--- src/rtl/relu_result_writeback.sv ---
// Captures per-unit ReLU results on done_in and drains them, lowest active unit
// first, into a wrapping output image buffer with a registered host read port.
module relu_result_writeback #(
  parameter int DATA_WIDTH   = 16,
  parameter int IMAGE_WIDTH  = 8,
  parameter int IMAGE_HEIGHT = 8,
  parameter int NUM_UNITS    = 2,
  localparam int DEPTH       = IMAGE_WIDTH * IMAGE_HEIGHT,
  localparam int AW          = $clog2(DEPTH)
) (
  input  logic                                 clk,
  input  logic                                 reset,
  input  logic                                 clear,
  input  logic [AW-1:0]                        base_addr,
  input  logic                                 done_in,
  input  logic [NUM_UNITS-1:0][DATA_WIDTH-1:0] relu_in,
  input  logic [NUM_UNITS-1:0]                 active_units,
  input  logic                                 rd_en,
  input  logic [AW-1:0]                        rd_addr,
  output logic [DATA_WIDTH-1:0]                rd_data,
  output logic                                 rd_valid,
  output logic [AW:0]                          result_count,
  output logic                                 busy,
  output logic                                 full,
  output logic                                 overflow
);

  localparam int UW = (NUM_UNITS > 1) ? $clog2(NUM_UNITS) : 1;

  typedef enum logic [0:0] {IDLE = 1'b0, DRAIN = 1'b1} state_e;

  state_e                              state_q, state_d;
  logic [NUM_UNITS-1:0][DATA_WIDTH-1:0] cap_q, cap_d;
  logic [NUM_UNITS-1:0]                mask_q, mask_d;
  logic [AW-1:0]                       base_q, base_d;
  logic [AW:0]                         count_q, count_d;
  logic                                ovf_q, ovf_d;
  logic [DATA_WIDTH-1:0]               rd_data_q;
  logic                                rd_valid_q;
  logic                                we_s;
  logic                                full_s;
  logic [UW-1:0]                       sel_s;
  logic [NUM_UNITS-1:0]                mask_rem_s;
  logic [AW:0]                         sum_s;
  logic [AW-1:0]                       waddr_s;
  logic [DATA_WIDTH-1:0]               mem [DEPTH];

  function automatic logic [UW-1:0] lowest_idx(input logic [NUM_UNITS-1:0] m);
    logic [UW-1:0] idx;
    idx = '0;
    for (int i = NUM_UNITS - 1; i >= 0; i--) begin
      if (m[i]) begin
        idx = UW'(i);
      end else begin
        idx = idx;
      end
    end
    return idx;
  endfunction

  // Write address: base plus fill level, wrapped into the buffer.
  always_comb begin
    full_s = (count_q == (AW+1)'(DEPTH));
    sel_s  = lowest_idx(mask_q);
    sum_s  = (AW+1)'(base_q) + count_q;
    if (sum_s >= (AW+1)'(DEPTH)) begin
      waddr_s = AW'(sum_s - (AW+1)'(DEPTH));
    end else begin
      waddr_s = AW'(sum_s);
    end
    mask_rem_s        = mask_q;
    mask_rem_s[sel_s] = 1'b0;
  end

  // Capture/drain next-state logic; clear overrides everything.
  always_comb begin
    state_d = state_q;
    cap_d   = cap_q;
    mask_d  = mask_q;
    base_d  = base_q;
    count_d = count_q;
    ovf_d   = ovf_q;
    we_s    = 1'b0;
    if (clear) begin
      state_d = IDLE;
      mask_d  = '0;
      count_d = '0;
      ovf_d   = 1'b0;
      base_d  = base_addr;
    end else begin
      case (state_q)
        IDLE: begin
          if (done_in && (active_units != '0)) begin
            cap_d   = relu_in;
            mask_d  = active_units;
            state_d = DRAIN;
          end else begin
            state_d = IDLE;
          end
        end
        DRAIN: begin
          // A full buffer discards the word but still consumes its mask bit.
          if (full_s) begin
            ovf_d = 1'b1;
          end else begin
            we_s    = 1'b1;
            count_d = count_q + (AW+1)'(1);
          end
          if (done_in) begin
            ovf_d = 1'b1;
          end else begin
            ovf_d = ovf_d;
          end
          mask_d = mask_rem_s;
          if (mask_rem_s == '0) begin
            state_d = IDLE;
          end else begin
            state_d = DRAIN;
          end
        end
        default: begin
          state_d = IDLE;
          mask_d  = '0;
        end
      endcase
    end
  end

  // Control and status registers.
  always_ff @(posedge clk or posedge reset) begin
    if (reset) begin
      state_q <= IDLE;
      cap_q   <= '0;
      mask_q  <= '0;
      base_q  <= '0;
      count_q <= '0;
      ovf_q   <= 1'b0;
    end else begin
      state_q <= state_d;
      cap_q   <= cap_d;
      mask_q  <= mask_d;
      base_q  <= base_d;
      count_q <= count_d;
      ovf_q   <= ovf_d;
    end
  end

  // Buffer storage, intentionally not reset.
  always_ff @(posedge clk) begin
    if (we_s) begin
      mem[waddr_s] <= cap_q[sel_s];
    end
  end

  // Registered read port; same-address write in the same cycle returns old data.
  always_ff @(posedge clk or posedge reset) begin
    if (reset) begin
      rd_data_q  <= '0;
      rd_valid_q <= 1'b0;
    end else begin
      rd_valid_q <= rd_en;
      if (rd_en) begin
        rd_data_q <= mem[rd_addr];
      end
    end
  end

  assign rd_data      = rd_data_q;
  assign rd_valid     = rd_valid_q;
  assign result_count = count_q;
  assign busy         = (state_q == DRAIN);
  assign full         = full_s;
  assign overflow     = ovf_q;

endmodule

--- config.mk ---
export PLATFORM = sky130hd
export DESIGN_NAME = relu_result_writeback
export DESIGN_NICKNAME = d
export VERILOG_FILES = /design/src/rtl/relu_result_writeback.sv
export SDC_FILE = /design/constraint.sdc
export NUM_CORES = 1
export LEC_CHECK = 0
export ABC_AREA = 1
export CELL_PAD_IN_SITES_DETAIL_PLACEMENT = 1
export CELL_PAD_IN_SITES_GLOBAL_PLACEMENT = 2
export CORE_MARGIN = 2
export CORE_UTILIZATION = 43
export DETAILED_ROUTE_END_ITERATION = 12
export GPL_TIMING_DRIVEN = 1
export PLACE_DENSITY_LB_ADDON = 0.1
export SETUP_SLACK_MARGIN = 0.15
export SLEW_MARGIN = 0
export SYNTH_ARGS = -nofsm -noshare
export SYNTH_HDL_FRONTEND = slang
export SYNTH_SLANG_ARGS = --single-unit
--- constraint.sdc ---
create_clock -name clk -period 4.29 [get_ports clk]
set_input_delay 1.287 -clock clk [delete_from_list [all_inputs] [get_ports clk]]
set_output_delay 1.287 -clock clk [all_outputs]
set_load 0.02 [all_outputs]
# Yosys cells after proc, flatten, opt, wreduce, memory -nomap -nowiden
# Memories as Yosys holds them, arrays and structs flattened. A register that Yosys moved wholly into a read port is not among the register bits.
# Cells that the tools add are included.
# W data, S select, Z words.
[word_totals] register_bits=50 ram_bits=1024 input_bits=51 out_inout_bits=27 n_memories=1
[classes] addsub=3 n_lt_le_gt_ge=3 eq_ne=3 muxes=26 bitwise=4 n_reduce_logical=9
[mem_list] name="mem" depth=64 width=16 read_ports=1 rd_ports_with_merged_regs=1 wr=1 line="46" text="logic [DATA_WIDTH-1:0] mem [DEPTH];"
[ops] operator="$mux W16" count=2
[ops] operator="$mux W7" count=3
[ops] operator="$mux W1" count=15
[ops] operator="$add A6 B7 Y7" count=1
[ops] operator="$add A7 B1 Y7 const B" count=1
[ops] operator="$eq A7 B7 Y1 const B" count=1
[ops] operator="$ge A7 B7 Y1 const B" count=1
[ops] operator="$mux W6" count=1
[ops] operator="$sub A6 B1 Y6 const B" count=1
[ops] operator="$mux W2" count=2
[ops] operator="$pmux W2 S2" count=1
[ops] operator="$reduce_and A2 Y1" count=2
[ops] operator="$reduce_bool A2 Y1" count=2
[ops] operator="$ne A3 B3 Y1 const B" count=1
[ops] operator="$reduce_and A3 Y1" count=1
[ops] operator="$reduce_bool A3 Y1" count=1
[ops] operator="$and A2 B2 Y2" count=1
[ops] operator="$logic_and A1 B1 Y1" count=2
[ops] operator="$logic_not A2 Y1" count=1
[ops] operator="$lt A1 B2 Y1 const B" count=1
[ops] operator="$ne A2 B2 Y1 const B" count=1
[ops] operator="$not A1 Y1" count=2
[ops] operator="$not A2 Y2" count=1
[ops] operator="$pmux W1 S2" count=1
[ops] operator="2 further kinds" count=2

# Longest topological paths before layout
[logic_depth] word_depth=12 depth_mapped=14 ltp_nobuf=11

# Worst setup path after synthesis
# Ideal clock, no wire load.
[synth_timing] path_kind="flip-flop to flip-flop" from="register mask_q[0]" to="memory mem[0][0], data pin" setup_ns=0.702 arrival_time_ns=3.237 path_slack_ns=0.351 stages_incl_launch_ff=5 synth_period_minus_slack_ns=3.939 cell_sequence="dfrtp_1 > inv_1 > nand2_1 > clkbuf_1 > o21ai_0"
[synth_via] elab_chain_cells=3
[synth_rtl] item="from (decl)" line="34" text="logic [NUM_UNITS-1:0] mask_q, mask_d;"
[synth_rtl] item="from (signal assigned)" line="141" text="mask_q <= mask_d;"
[synth_rtl] item="$mux W1" line="52" text="if (m[i]) begin"
[synth_rtl] item="$mux W16 (not written as such) (2 in a row)" line="151" text="mem[waddr_s] <= cap_q[sel_s];"
[synth_rtl] item="to (decl)" line="46"
# Every way passes these cells. The select of a mux whose other input is x is not followed.

# Final worst setup path
[layout_timing] from="register count_q[2] (netlist: result_count[2])" to="memory mem[34][6] (enable)"
[layout_via] elab_chain_cells=6 word_cells_on_any_way=10 cone_classes="add/sub (2); order compare (1); eq/ne (1); mux (6)"
[layout_rtl] item="from (decl)" line="36" text="logic [AW:0] count_q, count_d;"
[layout_rtl] item="from (signal assigned)" line="143" text="count_q <= count_d;"
[layout_rtl] item="parallel branches: the longest is 6 deep, another holds $add A6 B7 Y7"
# Parallel ways; which one is timed is not known.

==> results.toml <==
[routing]
vias = 29894
wire_per_inst_um = 26.7
route.detailed.drc = 0
ant_nets = 0
drtIter0Drc = 3070
routed_wl_mm = 143
firstDrtPassIters = 5
via_per_inst = 5.57

[power]
powerDensity_nw_per_um2 = 494
leakagePower_nw = 18.6
power_mw = 25.2
vdd_drop_max_mv = 0.308

[logic_synthesis]
synth_top_area_frac = 0.691
postSynthCellCount = 3766
synthTopCellsByCount = "nand2_1, edfxtp_1, nand3_1, buf_2, nor2_1"
ys_seq_area_frac = 0.728
syn_nets = 3825
synth-xor-area-share = 0.000983
synth.most_common_cell = "nand2_1"
synthesis.area_sq_um = 44500
ys_ff_latch = 1090
synth_edf_count = 1024
synth_compound_area_frac = 0.00525
synthAdderAreaFrac = 0.00242
yosys.area.top_type = "edfxtp_1"
synthSimpleGateAreaFrac = 0.222
async_flop_share = 0.0606
synthMuxAreaShare = 0.00455
ys_types = 28
synth.avg_cell_area_sq_um = 11.8
ys.warnings.count = 0
ys_top_cells_by_area = "edfxtp_1, nand2_1, nand3_1, dfrtp_1, buf_2"
synth_top_flop_cell = "edfxtp_1"
synth_top_family_by_area = "simple AND/OR/NAND/NOR gates"

[timing]
setup_viol = 0
min_period_ns = 3.61
clock_skew_ns = 0.0192
timing.hold.ws_ns = 0.494
fin_tns_setup_ns = 0
tightest_slew_ns = 1.35
min_period_over_period = 0.842
rsz0062_at_grt = "no"
setup_ws_ns = 0.679
hold_viol = 0
drv_slew = 0
clock.fmax_ghz = 0.277
max-slew-margin-rel = 0.0950

[place]
dpl.cell_count = 5146
io_buffers = 77
place_congestion = 0.856
place_area_sq_um = 47300
post-place-ws_ns = 0.565
hpwl_mm = 85.4

[critical_path]
cpMostUsedCell = "nand2_1"
cp_cell_sequence = "ha_1 > nand2_1 > nand2_1 > a31o_2 > xor2_1 > nand2_1 > nor2_1 > buf_4"
crit_required_ns = 4.67
critPathSlowestCell = "xor2_1"
cp_max_fo = 16
cp_top_family = "simple AND/OR/NAND/NOR gates"
critPathLaunchType = "register"
cp_num_buf_inv = 1
crit_type = "register to register"
arrival_ns = 3.99
critical-path-max-stage-delay_ns = 0.65
critPathCaptureType = "register"

[layout]
final_nets = 3944
fin_area_sq_um = 51000
final_util = 0.495
final_cells = 5366
diodes = 0
n_fill_cell = 10725
layout-drive-gt1-share = 0.0926
syn_to_final_growth_pct = 14.5

[floorplanning]
ioPinCount = 78
die_y_um = 326
fp.dieW_um = 326
start_util = 0.432
core_sq_um = 103000
die_area_sq_um = 106000
row_count = 118

[clock_network]
h-tree-depth = 3
cts.sinks = 1090
cts_tree = "built"
post-cts-setup-buffers = 0
cts_hold_buf = 0
clk_pin_slew_worst_paths_ns = 0.06
cts_resized = 0
cts_root_buf = "clkbuf_16"
cts_buffers = 117
clk_latency_ns = 0.70
clockBufferDepth = 3

[grt]
antenna_found_initial = 3
grt_pass1_vias = 30619
globalRouteOverflowTotal = 0
grt.total_usage = 0.268
grt_start_max_net_pins = 152
grt_pass1_wl_mm = 208

[flow_run]
cap_violations = 0

[min_path]
hp-class = "register to register"

[run_status]
outcome = "complete, no violations"
layer usage:
layer,vias up,wire length [um],track usage
li1,13468,-,-
met1,15244,63100,0.384
met2,964,67000,0.425
met3,218,8280,0.0335
met4,0,4700,0.0910
met5,-,0,0
area by class of cell:
class / instances / area, sq um / area share
multi-input combinational: 2397 / 10700 / 0.209
tap: 1380 / 1730 / 0.0339
inverter: 45 / 196 / 0.00385
clock buffer: 153 / 3200 / 0.0627
clock inverter: 67 / 459 / 0.00900
timing repair buffer: 234 / 2350 / 0.0461
sequential: 1090 / 32400 / 0.635
cells by family after synthesis:
logic type | Yosys count
fa+ha+maj | 8
buf+inv | 279
mux | 18
flops | 1090
simple gates | 2321
xor+xnor | 5
compound gates | 45
worst paths after layout:
path | from | end | slack (ns) | cells after the start
max in group asynchronous | reset | cap_q[6]$_DFFE_PP0P_ | 2.55 | 3
max reg2reg | result_count[2]$_DFFE_PP0P_ | mem[34][6]$_DFFE_PP_ | 0.68 | 8
min in group asynchronous | reset | cap_q[28]$_DFFE_PP0P_ | 0.97 | 2
max | result_count[2]$_DFFE_PP0P_ | mem[34][6]$_DFFE_PP_ | 0.68 | 8
min | rd_data[14]$_DFFE_PP0P_ | rd_data[14]$_DFFE_PP0P_ | 0.49 | 2
min reg2reg | rd_data[14]$_DFFE_PP0P_ | rd_data[14]$_DFFE_PP0P_ | 0.49 | 2
layout by cell type (no fill, tap or decap), types with 2 or more instances in the layout:
cell type / n
ha_1: 7
buf_12: 32
buf_4: 126
inv_1: 40
clkbuf_8: 9
xnor2_1: 3
clkinv_2: 30
edfxtp_1: 1024
nand2_1: 1283
nor2_1: 96
mux2_2: 17
bufinv_16: 6
o21ai_4: 15
xor2_1: 2
o21ai_0: 5
clkdlybuf4s50_1: 73
dfrtp_1: 66
nand4_1: 3
nand3_1: 932
buf_8: 2
clkbuf_16: 119
clkinv_1: 29
nor3_1: 3
clkbuf_1: 25
a21oi_1: 21
registers in the layout (all words and copies together) (netlist names):
name	flops
result_count	7
rd_data	16
base_q	6
mask_q	2
busy	1
mem	1024
cap_q	32
overflow	1
rd_valid	1
where the power goes:
| part | total, mW | internal (mW) | switching (mW) | leakage, nW |
|---|---|---|---|---|
| Clock | 9.74 | 5.56 | 4.18 | 1.81 |
| Combinational | 3.00 | 0.646 | 2.35 | 6.76 |
| Sequential | 12.5 | 12.4 | 0.0629 | 10.0 |
| Total | 25.2 | 18.6 | 6.59 | 18.6 |
worst register-to-register path, delay by kind of cell, from the launching register on:
kind	cells	cell delay [ns]
and+or+nand+nor	4	1.22
xor gates and xnor gates	1	0.65
DFF	1	0.45
adders and majority gates	1	0.39
buffers and inverters	1	0.34
AOI/OAI and AO/OA	1	0.22
Power figures use the tool's default switching activity.
